**src/rtl/stat_harness_pkg.sv**
```systemverilog
// Shared types, constants and the MISR step function for the Stat benchmark harness.
package stat_harness_pkg;

    typedef enum logic [1:0] {
        IDLE = 2'd0,
        RUN  = 2'd1,
        DONE = 2'd2
    } state_e;

    localparam int STAT_IO_W = 32;
    localparam logic [STAT_IO_W-1:0] CRC32_POLY = 32'h04C11DB7;

    // One MISR step: shift left, fold the outgoing MSB back through the taps, xor in the response.
    function automatic logic [STAT_IO_W-1:0] misr_next(
        input logic [STAT_IO_W-1:0] sig,
        input logic [STAT_IO_W-1:0] data,
        input logic [STAT_IO_W-1:0] poly
    );
        return {sig[STAT_IO_W-2:0], 1'b0} ^ (sig[STAT_IO_W-1] ? poly : '0) ^ data;
    endfunction

endpackage

```
**src/rtl/stat_misr_core.sv**
```systemverilog
// Signature register: load reseeds, enable folds one response word into the signature.
module stat_misr_core
    import stat_harness_pkg::*;
#(
    parameter int                 WIDTH = STAT_IO_W,
    parameter logic [WIDTH-1:0]   POLY  = CRC32_POLY,
    parameter logic [WIDTH-1:0]   SEED  = '0
) (
    input  logic             clk,
    input  logic             rst,
    input  logic             load,
    input  logic             en,
    input  logic [WIDTH-1:0] data,
    output logic [WIDTH-1:0] sig
);

    logic [WIDTH-1:0] sig_q;
    logic [WIDTH-1:0] sig_d;

    // Load outranks enable so a reseed always discards a coincident beat.
    always_comb begin
        sig_d = sig_q;
        if (load) begin
            sig_d = SEED;
        end else if (en) begin
            sig_d = misr_next(sig_q, data, POLY);
        end
    end

    always_ff @(posedge clk) begin
        if (rst) begin
            sig_q <= SEED;
        end else begin
            sig_q <= sig_d;
        end
    end

    assign sig = sig_q;

endmodule

```
**src/rtl/stat_resp_misr.sv**
```systemverilog
// Response compactor: valid/ready beat capture, run FSM and pattern counter around a MISR.
// Optional golden-signature comparator enabled by defining MISR_GOLDEN_CMP_EN.
module stat_resp_misr
    import stat_harness_pkg::*;
#(
    parameter int                 WIDTH        = STAT_IO_W,
    parameter logic [WIDTH-1:0]   POLY         = CRC32_POLY,
    parameter logic [WIDTH-1:0]   SEED         = '0,
    parameter int                 NUM_PATTERNS = 256
) (
    input  logic             clk,
    input  logic             rst,
    input  logic             start,
    input  logic             in_valid,
    output logic             in_ready,
    input  logic [WIDTH-1:0] in_data,
    output logic             busy,
    output logic [15:0]      pat_count,
    output logic             sig_valid,
    output logic [WIDTH-1:0] sig_out
`ifdef MISR_GOLDEN_CMP_EN
    ,
    input  logic [WIDTH-1:0] golden_sig,
    output logic             pass
`endif
);

    if ((NUM_PATTERNS < 1) || (NUM_PATTERNS > 65535)) begin : g_bad_num_patterns
        $error("stat_resp_misr: NUM_PATTERNS must be in 1..65535");
    end
    if (WIDTH != STAT_IO_W) begin : g_bad_width
        $error("stat_resp_misr: WIDTH must equal STAT_IO_W");
    end

    localparam logic [15:0] LAST_CNT = 16'(NUM_PATTERNS);

    state_e      state_q, state_d;
    logic [15:0] cnt_q, cnt_d;
    logic        sig_valid_q, sig_valid_d;
    logic [15:0] cnt_inc;
    logic        accept;
    logic        done_entry;

    assign in_ready   = (state_q == RUN);
    assign busy       = (state_q == RUN);
    assign accept     = in_valid && in_ready;
    assign cnt_inc    = cnt_q + 16'd1;
    assign done_entry = !start && accept && (cnt_inc == LAST_CNT);

    always_comb begin
        state_d     = state_q;
        cnt_d       = cnt_q;
        sig_valid_d = sig_valid_q;
        if (start) begin
            state_d     = RUN;
            cnt_d       = '0;
            sig_valid_d = 1'b0;
        end else begin
            case (state_q)
                RUN: begin
                    if (accept) begin
                        cnt_d = cnt_inc;
                        if (cnt_inc == LAST_CNT) begin
                            state_d     = DONE;
                            sig_valid_d = 1'b1;
                        end
                    end
                end
                default: ;
            endcase
        end
    end

    always_ff @(posedge clk) begin
        if (rst) begin
            state_q     <= IDLE;
            cnt_q       <= '0;
            sig_valid_q <= 1'b0;
        end else begin
            state_q     <= state_d;
            cnt_q       <= cnt_d;
            sig_valid_q <= sig_valid_d;
        end
    end

    stat_misr_core #(
        .WIDTH (WIDTH),
        .POLY  (POLY),
        .SEED  (SEED)
    ) u_core (
        .clk  (clk),
        .rst  (rst),
        .load (start),
        .en   (accept),
        .data (in_data),
        .sig  (sig_out)
    );

    assign pat_count = cnt_q;
    assign sig_valid = sig_valid_q;

`ifdef MISR_GOLDEN_CMP_EN
    logic pass_q;

    // Compare the signature being written on the final accept, so pass aligns with sig_valid.
    always_ff @(posedge clk) begin
        if (rst) begin
            pass_q <= 1'b0;
        end else if (start) begin
            pass_q <= 1'b0;
        end else if (done_entry) begin
            pass_q <= (misr_next(sig_out, in_data, POLY) == golden_sig);
        end
    end

    assign pass = pass_q;
`else
    logic unused_done_entry;
    assign unused_done_entry = done_entry;
`endif

endmodule
```
**config.mk**
```make
export PLATFORM = sky130hd
export DESIGN_NAME = stat_resp_misr
export DESIGN_NICKNAME = d
export VERILOG_FILES = /design/src/rtl/stat_harness_pkg.sv /design/src/rtl/stat_misr_core.sv /design/src/rtl/stat_resp_misr.sv
export SDC_FILE = /design/constraint.sdc
export NUM_CORES = 1
export LEC_CHECK = 0
export CORE_ASPECT_RATIO = 1.1
export CORE_MARGIN = 3
export CORE_UTILIZATION = 49
export DETAILED_ROUTE_END_ITERATION = 16
export PLACE_DENSITY = 0.83
export SYNTH_ARGS = -nofsm -noshare
export SYNTH_HDL_FRONTEND = slang
export SYNTH_SLANG_ARGS = --single-unit
```
**constraint.sdc**
```tcl
create_clock -name clk -period 5.5 [get_ports clk]
set_clock_uncertainty 0.1 [all_clocks]
set_input_delay 1.65 -clock clk [delete_from_list [all_inputs] [get_ports clk]]
set_output_delay 1.65 -clock clk [all_outputs]
set_load 0.05 [all_outputs]
```
==> results of run 1 <==
==> registers in the layout, indices dropped and copies added (netlist names) <==
signal and cells:
u_core.sig 32, pat_count 16, sig_valid 1, state_q 1
==> layout make-up <==
cell class / instances / area, µm² / share of cell area (%)
Multi-Input combinational cell: 228 / 1480 / 41.6
Clock inverter: 3 / 48.8 / 1.37
Sequential cell: 50 / 1000 / 28.2
Timing Repair Buffer: 87 / 868 / 24.4
Inverter: 4 / 15.0 / 0.423
Clock buffer: 5 / 68.8 / 1.94
Tap cell: 58 / 72.6 / 2.04
==> power by group <==
group | internal (mW) | total, mW | leakage, nW | switching, mW
sequential | 0.369 | 0.377 | 0.405 | 0.00817
combinational | 0.0578 | 0.120 | 0.639 | 0.0622
clock | 0.139 | 0.271 | 0.0563 | 0.132
==> final timing paths <==
path	startpoint	to	slack [ns]	cells after the start
max	u_core.sig[31]	sig_out[31]	1.60	1
min	u_core.sig[10]	u_core.sig[10]	0.38	2
max reg2reg	pat_count[0]	sig_valid	3.01	7
min reg2reg	u_core.sig[10]	u_core.sig[10]	0.38	2
==> placed cells by master (no fill, tap or decap), types with 2 or more instances in the layout <==
master,count
a211oi_1,20
a21oi_1,17
and3_1,2
clkbuf_8,5
clkdlybuf4s50_1,86
dfxtp_1,50
ha_1,2
inv_1,4
nand2_1,37
nand3_1,4
nand3_4,2
nand4_1,6
nor2_1,40
nor3_1,7
or3_1,2
xnor2_1,56
xor2_1,8
==> per-stage QoR <==
stage | total power [mW] | setup WS (ns) | hold slack, ns
2_1_floorplan | 0.458 | 2.10 | 0.346
3_3_place_gp | 0.504 | 1.70 | 0.366
3_5_place_dp | 0.506 | 1.67 | 0.373
4_1_cts | 0.775 | 1.57 | 0.386
5_1_grt | 0.795 | 1.47 | 0.413
6_report | 0.767 | 1.60 | 0.383
==> routing by layer <==
layer | wire, µm | GRT usage [%] | vias up
met5 | 0 | 0 | -
met4 | 73 | 5.94 | 0
met3 | 404 | 6.78 | 9
met2 | 2900 | 32.6 | 77
met1 | 2650 | 25.8 | 1051
li1 | - | - | 1172
==> cell families after synthesis <==
| group | Yosys count | synth area share (%) |
|---|---|---|
| AND/OR/NAND/NOR | 112 | 20.9 |
| AO/OA/AOI/OAI | 50 | 13.2 |
| buffers and inverters | 29 | 5.08 |
| XOR/XNOR | 64 | 21.5 |
| adder cells (fa/ha/maj) | 2 | 0.959 |
| flip-flops | 50 | 38.4 |
==> worst register-to-register path: stages, from the launching register on <==
cell	delay (ns)
dfxtp_1	0.49
ha_1	0.41
nand4_1	0.23
nor4_2	0.37
o2111ai_1	0.17
o311a_1	0.16
or3_1	0.35
a21oi_1	0.14
==> impl_metrics.tcl, run 1 <==
set metrics [dict create \
    run_status "finished, final reports clean" \
    worstHoldPathType "flop to flop" \
    die_w_um 75.6 \
    post_cts_resized 0 \
    yosysSeqAreaShare_pct 38.4 \
    design_area_um2 3550 \
    diodes 0 \
    clkLatencyLatePin_ns 0.31 \
    vias 2309 \
    clkSlewWorstSetupHoldPaths_ns 0.10 \
    drt_iter0_markers 135 \
    syn-mean-instance-area_um2 8.50 \
    yosysUniqueCellTypes 44 \
    synthArstFlopShare_pct 0 \
    cts_setup_buffers 0 \
    row_count 27 \
    p_leak_nw 1.10 \
    n_fill_cell 421 \
    start_util_pct 51.5 \
    worstMarginPinSlew_ns 0.898 \
    synth.cell_area_um2 2610 \
    clk_path_buf_depth 2 \
    root_buffer "clkbuf_8" \
    synth.most_common_cell "xnor2_1" \
    cpMaxStageDelayCell "clkdlybuf4s50_1" \
    via_per_inst 5.31 \
    synth-edff-count 0 \
    hpwl_mm 4.41 \
    synth_top_area_share_pct 38.4 \
    grt-ovfl-total 0 \
    nNetsFinal 414 \
    boundaryPins 87 \
    placedCellCount 427 \
    max-cap-violations 0 \
    ctsHoldBuffers 0 \
    powerDensity_nw_per_um2 216 \
    worstPathCellList "clkdlybuf4s50_1" \
    cts_buffers 5 \
    cts_tree "yes" \
    ys_ff_latch 50 \
    path_buf_inv 1 \
    die_area_um2 6240 \
    crit_path_max_fanout 16 \
    drtPass1Iterations 4 \
    yosys-top-cells-count "56 x xnor2_1, 50 x dfxtp_1, 40 x nor2_1" \
    fin_crit_ns 3.90 \
    core_area_um2 5070 \
    fin_cells 435 \
    yosys.area.top_type "dfxtp_1" \
    globalRouteTotalUtil_pct 20.3 \
    yosys-top-cells-area "dfxtp_1 38%, xnor2_1 19%, a211oi_1 5.8%" \
    areaGrowthSynthToFinish_pct 36.1 \
    routed_wl_mm 6.03 \
    grt_max_degree 50 \
    clock_sinks 50 \
    startpoint_type "flop" \
    final_hold_viol_count 0 \
    drcViolationCount 0 \
    ant_nets 0 \
    htreeDepth 2 \
    yosysWarnings 0 \
    final_layout_size_suffix_gt1_share_pct 4.77 \
    fp.dieH_um 82.5 \
    syn-num-nets 345 \
    worst-setup-path-type "flop to primary output" \
    gp_congestion 0.838 \
    antenna_found_initial 0 \
    synth_top_flop_cell "dfxtp_1" \
    setup_viol 0 \
    fin_crit_sh_pct 71.0 \
    wl_per_cell_um 13.9 \
    rsz0062_at_grt "no" \
    arrival_ns 2.15 \
    postLayoutCoreUtil_pct 70.1 \
    fmax_mhz 256 \
    port_buffers 86 \
    slew_headroom_pct 40.1 \
    netlist_instances 307 \
    crit_family "buffers and inverters" \
    grt_pass1_wl_mm 9.82 \
    max_stage_delay_ns 0.95 \
    worstSetupEndpointType "primary output" \
    peakVddDrop_mv 0.135 \
    maxSlewViolCount 0 \
    dpl_cell_area_um2 3430 \
    grt_pass1_vias 2134 \
    worstPathRequired_ns 3.75 \
    fin_tns_setup_ns 0 \
]
Power figures use the tool's default switching activity.
==> run 2, diff against run 1 <==
--- a/config.mk
+++ b/config.mk
@@ -7,9 +7,9 @@
 export LEC_CHECK = 0
 export CORE_ASPECT_RATIO = 1.1
 export CORE_MARGIN = 3
-export CORE_UTILIZATION = 49
+export CORE_UTILIZATION = 41
 export DETAILED_ROUTE_END_ITERATION = 16
-export PLACE_DENSITY = 0.83
+export PLACE_DENSITY = 0.74
 export SYNTH_ARGS = -nofsm -noshare
 export SYNTH_HDL_FRONTEND = slang
 export SYNTH_SLANG_ARGS = --single-unit
==> constraint.sdc (replaced) <==
create_clock -name clk -period 3.55 [get_ports clk]
set_clock_uncertainty 0.1 [all_clocks]
set_input_delay 1.065 -clock clk [delete_from_list [all_inputs] [get_ports clk]]
set_output_delay 1.065 -clock clk [all_outputs]
set_load 0.05 [all_outputs]
==> run 2 against run 1 <==
Effect of this change: die area up 18%; global-route usage down 2.6 points; hold slack better by 0.0096 ns; sequential cell count unchanged; sequential power up 54%; routed wire length up 2.9%; critical path depth up 1; critical endpoint is now busy; largest cell class unchanged; sequential share of layout area down 0.21 points.
==> impl_metrics.tcl, run 2 (synthesis gave the netlist of run 1 again) <==
set metrics [dict create \
    fin_tns_setup_ns 0 \
    worstMarginPinSlew_ns 0.576 \
    cts_tree "yes" \
    diodes 0 \
    ctsHoldBuffers 0 \
    wl_per_cell_um 13.6 \
    grtUsageMet3_pct 5.99 \
    clkLatencyLatePin_ns 0.31 \
    startpoint_type "flop" \
    cpMaxStageDelayCell "clkdlybuf4s50_1" \
    run_status "finished, final reports clean" \
    clock_sinks 50 \
    final_common_cell "clkdlybuf4s50_1" \
    clk_path_buf_depth 2 \
    grt_use_met2_pct 28.5 \
    port_buffers 86 \
    worstPathCellList "nor2b_1 -> clkdlybuf4s50_1" \
    post_cts_resized 0 \
    maxSlewViolCount 0 \
    cts_setup_buffers 0 \
    top_usage_layer "met2" \
    nNetsFinal 416 \
    total_power_mw 1.14 \
    drt_iter0_markers 103 \
    pre_cts_ws_ns 0.684 \
    die_area_um2 7360 \
    worst-setup-path-type "flop to primary output" \
    crit_path_max_fanout 3 \
    antenna_found_initial 0 \
    grt_max_degree 57 \
    grt_pass1_vias 2117 \
    start_util_pct 43.9 \
    ant_nets 0 \
    multi_input_area_um2 1480 \
    worstHoldPathType "flop to flop" \
    arrival_ns 1.85 \
    boundaryPins 87 \
    gp_congestion 0.913 \
    max_stage_delay_ns 0.87 \
    die_w_um 82.1 \
    worstPathRequired_ns 2.38 \
    worstSetupEndpointType "primary output" \
    drtPass1Iterations 4 \
    final_hold_viol_count 0 \
    areaGrowthSynthToFinish_pct 37.1 \
    drcViolationCount 0 \
    cts_buffers 5 \
    routed_wl_mm 6.20 \
    seq_area_um2 1000 \
    holdWs_ns 0.392 \
    hpwl_mm 4.53 \
    htreeDepth 2 \
    grtUsageMet1_pct 22.8 \
    setup_viol 0 \
    core_area_um2 5950 \
    slew_headroom_pct 61.5 \
    globalRouteTotalUtil_pct 17.8 \
    rsz0062_at_grt "no" \
    via_per_inst 5.00 \
    fin_crit_ns 3.02 \
    largest_register_ffs 32 \
    root_buffer "clkbuf_8" \
    grt_pass1_wl_mm 10.2 \
    vias 2278 \
    fin_crit_sh_pct 85.0 \
    layout_common_cells "86 x clkdlybuf4s50_1, 56 x xnor2_1, 50 x dfxtp_1, 40 x nor2_1, 37 x nand2_1" \
    clkSlewWorstSetupHoldPaths_ns 0.09 \
    grt-ovfl-total 0 \
    fin_ws_ns 0.533 \
    fp.dieH_um 89.7 \
    p_leak_nw 1.11 \
    peakVddDrop_mv 0.181 \
    row_count 29 \
    powerDensity_nw_per_um2 320 \
    max-cap-violations 0 \
    fmax_mhz 331 \
    n_fill_cell 556 \
    final_layout_size_suffix_gt1_share_pct 5.28 \
]
==> run 2: cell types whose count changed in the layout (fill, tap and decap cells not counted) <==
| cell | previous run | this run |
|---|---|---|
| clkinv_4 | 0 | 1 |
| inv_8 | 1 | 0 |
| bufinv_16 | 1 | 0 |
| buf_4 | 1 | 3 |
| clkbuf_8 | 5 | 7 |
| clkinvlp_4 | 1 | 0 |
==> run 2: final cells by class <==
cell class,count,area share (%)
multi-input cells,228,41.3
repair buffers,89,24.7
clock buffers,7,2.69
flip-flops and latches,50,28.0
clock inverters,1,0.245
well taps,77,2.69
inverters,4,0.420
==> run 2: where the power goes <==
group	switching, mW	leakage [nW]	total [mW]	internal [mW]
clock network	0.193	0.0544	0.372	0.179
registers	0.0102	0.405	0.581	0.571
logic	0.0998	0.649	0.190	0.0907
==> run 2: worst paths after layout <==
kind	slack [ns]	end	start	cells after the start
setup / recovery	0.53	busy	state_q[0]	2
hold / removal	0.39	u_core.sig[16]	u_core.sig[16]	2
setup reg to reg	1.02	sig_valid	pat_count[0]	7
hold reg to reg	0.39	u_core.sig[16]	u_core.sig[16]	2
==> run 2: metrics by stage <==
| stage | cell area [µm²] | util, % | std cells |
|---|---|---|---|
| 5_1_grt | 3580 | 60.1 | 456 |
| 3_5_place_dp | 3470 | 58.4 | 448 |
| 2_1_floorplan | 2610 | - | 307 |
| 3_3_place_gp | 3470 | 58.4 | 448 |
| 6_report | 3580 | 60.1 | 456 |
| 4_1_cts | 3580 | 60.1 | 456 |
==> run 2: metal layers <==
layer  share of wire [%]  vias up
met5                   0        -
met4                0.82        0
met3                 7.1        7
met2                  48       66
met1                  44     1033
li1                    -     1172
==> run 2: critical path, delay by kind of cell (launching register included) <==
kind          cells  cell delay, ns
buf+inv           1            0.87
flops             1            0.35
simple gates      1            0.32
==> edit 1 (settings of run 1) <==
The option `MISR_GOLDEN_CMP_EN` is turned on by a define.
--- a/src/rtl/stat_resp_misr.sv
+++ b/src/rtl/stat_resp_misr.sv
@@ -2,2 +2,4 @@
 // Optional golden-signature comparator enabled by defining MISR_GOLDEN_CMP_EN.
+`define MISR_GOLDEN_CMP_EN
+
 module stat_resp_misr
Ports: changed (added golden_sig and pass); port bits go from 87 to 120. The function was not compared with the original's and may differ.
==> edit 1 against run 1 <==
  * Cell area increased by 26%
  * Sequential cell count increased by 1
  * Largest cell class unchanged
  * Non-clock buffer count increased by 35
  * Final cell count increased by 26%
  * Setup slack got worse by 0.0035 ns
  * Area after synthesis increased by 21%
  * Total power increased by 7.7%
  * Die area increased by 20%
  * Routed wire length increased by 39%
==> edit 1: results <==
[run_status]
outcome = "completed"

[cts]
numCtsBuffers = 5
post_cts.repair.setup_buffers = 0
clk-insertion-delay-late_ns = 0.30
clk_transition_reported_paths_ns = 0.09
postCtsResizedCells = 0
htreeDepth = 2
clk_path_buf_depth = 2
clockRootBuffer = "sky130_fd_sc_hd__clkbuf_8"

[synth]
post-synth-top-area-fraction_pct = 32.24
synth-warning-count = 0
postSynth.topFlopCell = "sky130_fd_sc_hd__dfxtp_1"
synth.distinct_cells = 40
synth.top_cells.by_area = "sky130_fd_sc_hd__dfxtp_1, sky130_fd_sc_hd__xnor2_1, sky130_fd_sc_hd__xnor3_1, sky130_fd_sc_hd__xor2_1, sky130_fd_sc_hd__nand2_1"
synth_nets = 430
most_common_library_cells_after_synthesis = "sky130_fd_sc_hd__xnor2_1, sky130_fd_sc_hd__dfxtp_1, sky130_fd_sc_hd__nand2_1"
ys_async_sr_fraction_pct = 0
synth.yosys.seq_area_share_pct = 32.24

[setup_path]
worst-path-max-fanout = 2
crit_family = "simple AND/OR/NAND/NOR gates"
worstSetupPathType = "input port to register"
timing.critical_path.slowest_cell_delay_ns = 0.53
worst_path_max_delay_cell = "sky130_fd_sc_hd__or4_1"
crit_arrival_ns = 4.04

[route]
drt_iter0_markers = 112
routed_wire_length_per_instance_um = 15.24
firstDrtPassIters = 4
routed_via_density = 5.385

[placement]
port-buffer-count = 119
detailedPlacementHpwl_um = 6473
dpl_worst_slack_ns = 1.260
final_replace_weighted_congestion = 0.8340

[finish]
antenna-diode-count = 0
nNetsFinal = 536
largest_register_ffs = 32
post_route_cells_drive_above_1_share_pct = 2.991

[global_route]
via_count_of_the_first_global_routing_pass = 2903
first_pass_grt_wire_length_um = 13540
grt_usage_pct = 23.15
antenna_violations_before_repair = 0
grt_max_degree = 58

[worst_hold_path]
hold_path_class = "register to register"

[power_and_ir_drop]
power.switching_fraction_pct = 27.42
vdd.ir_drop.worst_uv = 112.4
leakage_nw = 1.561

[sta]
worst_pin_slew_ns = 0.6659
final_critical_path_setup_slack_ns = 1.594
[edit 1: cell count changes after synthesis, sizes merged, moves of 4 or more]
cell | run 1 | this run
buf | 11 | 6
xor2 | 8 | 23
nand2 | 38 | 45
nor4 | 2 | 6
xnor3 | 0 | 12
[edit 1: power groups by stage]
stage | Combinational [mW] | Clock, mW | Sequential (mW)
3_3_place_gp | 0.207 | 0 | 0.392
2_1_floorplan | 0.100 | 0 | 0.412
6_report | 0.210 | 0.233 | 0.383
4_1_cts | 0.212 | 0.240 | 0.383
3_5_place_dp | 0.211 | 0 | 0.392
5_1_grt | 0.226 | 0.255 | 0.385
[edit 1: area by class of cell]
type	instances	area, um2
multi-input cells	285	2041
fillers	520	1748
flip-flops and latches	51	1021
inverters	2	7.507
well taps	80	100.1
repair buffers	122	1214
clock buffers	8	100.1
[edit 1: worst min-delay path: stages (launching register included)]
cell and delay (ns):
sky130_fd_sc_hd__dfxtp_1 0.32, sky130_fd_sc_hd__nand2_1 0.06, sky130_fd_sc_hd__mux2i_1 0.05
[edit 1: per-stage QoR]
stage / instances / hold WS (ns) / area (um2) / total power [mW]
floorplan: 361 / 0.3406 / 3167 / 0.5126
global placement: 540 / 0.3492 / 4383 / 0.5987
detailed placement: 540 / 0.3590 / 4383 / 0.6029
CTS: 548 / 0.3718 / 4483 / 0.8353
global route: 548 / 0.4148 / 4483 / 0.8656
finish: 548 / 0.3703 / 4483 / 0.8263
[edit 1: final timing paths]
| kind | startpoint | to | slack (ns) | cells after the start |
|---|---|---|---|---|
| worst max-delay path | in_data[11] | pass$_SDFFE_PP0P_ | 1.59 | 7 |
| worst min-delay path | pass$_SDFFE_PP0P_ | pass$_SDFFE_PP0P_ | 0.37 | 2 |
| worst max register to register | u_core.sig[9]$_SDFFE_PP0P_ | pass$_SDFFE_PP0P_ | 2.95 | 6 |
| worst min register to register | pass$_SDFFE_PP0P_ | pass$_SDFFE_PP0P_ | 0.37 | 2 |
[edit 1: kinds of logic (layout without fill, tap and decap cells)]
| group | count (synthesis) | in the layout | synth area share, % |
|---|---|---|---|
| xor+xnor | 95 | 95 | 31.96 |
| mux | 3 | 3 | 0.9483 |
| buf+inv | 25 | 132 | 3.358 |
| simple gates | 130 | 130 | 19.36 |
| fa+ha+maj | 1 | 1 | 0.3950 |
| compound gates | 56 | 56 | 11.73 |
| flops | 51 | 51 | 32.24 |
[edit 1: routing by layer]
metal / vias up / GRT usage [%] / routed length (um)
li1: 1452 / - / -
met1: 1364 / 29.05 / 3275
met2: 124 / 38.57 / 4220
met3: 11 / 6.687 / 724
met4: 0 / 5.586 / 129
met5: - / 0 / 0
==> edit 2 (flow settings as in run 1) <==
Without the edit above. The 3 states of `state_e` get a one-hot encoding in 3 bits.
--- a/src/rtl/stat_harness_pkg.sv
+++ b/src/rtl/stat_harness_pkg.sv
@@ -3,6 +3,6 @@
 
-    typedef enum logic [1:0] {
-        IDLE = 2'd0,
-        RUN  = 2'd1,
-        DONE = 2'd2
+    typedef enum logic [2:0] {
+        IDLE = 3'b001,
+        RUN  = 3'b010,
+        DONE = 3'b100
     } state_e;
Formal check against the unedited RTL: no difference found for any inputs over 10 cycles, from zero or initial values and one cycle with rst high; not proved beyond that.
==> edit 2 against run 1 <==
  * Cell area is 0.49% higher
  * Routed wire length rose by 1.7%
  * Register-to-register slack worse by 0.34 ns
  * Die area down 1.1%
  * Setup slack improved by 0.37 ns
  * Area after synthesis fell by 1.2%
  * Synthesized cell count is 1.3% lower
  * Core utilization up 0.82 points
  * Combinational power shrank 27%
  * Total power fell by 0.12%
  * Sequential cell count increased by 1
  * Critical path depth rose by 1
  * Critical path type unchanged
  * Largest power group unchanged
==> edit 2: results <==
[synth]
synth.distinct_cells = 37
synth.yosys.seq_area_share_pct = 39.59
most_common_library_cells_after_synthesis = "sky130_fd_sc_hd__xnor2_1, sky130_fd_sc_hd__dfxtp_1, sky130_fd_sc_hd__nor2_1"
synth_nets = 341
synth-compound-area-share_pct = 11.94
synth_xor_area_share_pct = 22.42
post_synth_fa_ha_maj_area_fraction_pct = 0.9704
synth.top_cells.by_area = "sky130_fd_sc_hd__dfxtp_1, sky130_fd_sc_hd__xnor2_1, sky130_fd_sc_hd__a211oi_1, sky130_fd_sc_hd__nor2_1, sky130_fd_sc_hd__nand2_1"

[power_and_ir_drop]
vdd.ir_drop.worst_uv = 121.2
leakage_nw = 1.088

[global_route]
antenna_violations_before_repair = 0
via_count_of_the_first_global_routing_pass = 2203
first_pass_grt_wire_length_um = 9949
grt_max_degree = 60
grt_usage_pct = 20.64

[sta]
timing.slew.headroom_pct = 37.56

[finish]
post_route_cells_drive_above_1_share_pct = 5.040
instances_no_fill = 435

[setup_path]
crit_arrival_ns = 1.78
worst-path-max-fanout = 4
timing.critical_path.slowest_cell_delay_ns = 0.86

[placement]
detailedPlacementHpwl_um = 4323
final_replace_weighted_congestion = 0.7949

[route]
routed_via_density = 5.241
routed_wl_um = 6128
drt_iter0_markers = 134

[run_status]
outcome = "completed"

[cts]
post_cts.repair.setup_buffers = 0

[flow_run]
maxCapViolCount = 0
## edit 2: stage by stage
step | hold WS (ns) | worst slack (ns) | area, um2 | power [mW] | utilization [%]
final | 0.3850 | 1.969 | 3570 | 0.7666 | 70.92
after CTS | 0.3891 | 1.946 | 3570 | 0.7735 | 70.92
after global routing | 0.4217 | 1.885 | 3570 | 0.7925 | 70.92
after global placement | 0.3619 | 1.828 | 3437 | 0.4714 | 68.28
after floorplan | 0.3365 | 2.119 | 2579 | 0.4338 | -
after detailed placement | 0.3730 | 1.769 | 3437 | 0.4727 | 68.28
## edit 2: report_power, final
part	switching [mW]	total (mW)	internal (mW)	leakage [nW]
combinational	0.0414	0.0872	0.0459	0.611
clock	0.121	0.303	0.182	0.0654
sequential	0.00368	0.377	0.373	0.412
## edit 2: final cells by class
cell class              count  area, um2
flip-flops and latches     51       1021
well taps                  58      72.57
clock inverters             2      60.06
clock buffers               6      72.57
inverters                   4      15.01
multi-input cells         226       1453
fillers                   379       1464
repair buffers             88      875.8
## edit 2: worst paths after layout
check / depth (start not counted) / slack [ns] / from / endpoint
max reg2reg: 6 / 2.67 / pat_count[4]$_SDFFE_PP0P_ / sig_valid$_SDFFE_PP0P_
min reg2reg: 2 / 0.38 / sig_valid$_SDFFE_PP0P_ / sig_valid$_SDFFE_PP0P_
max: 2 / 1.97 / sig_valid$_SDFFE_PP0P_ / in_ready
min: 2 / 0.38 / sig_valid$_SDFFE_PP0P_ / sig_valid$_SDFFE_PP0P_
## edit 2: worst max-delay path, delay by kind of cell (launching register included)
kind,cells,cell delay [ns]
and+or+nand+nor,1,0.28
buffers and inverters,1,0.86
DFF,1,0.34
## edit 2: per-layer routing
metal / routed length, um / track usage [%]
met2: 2923 / 34.76
met4: 70 / 6.643
met5: 0 / 0
met3: 537 / 7.589
met1: 2597 / 24.16
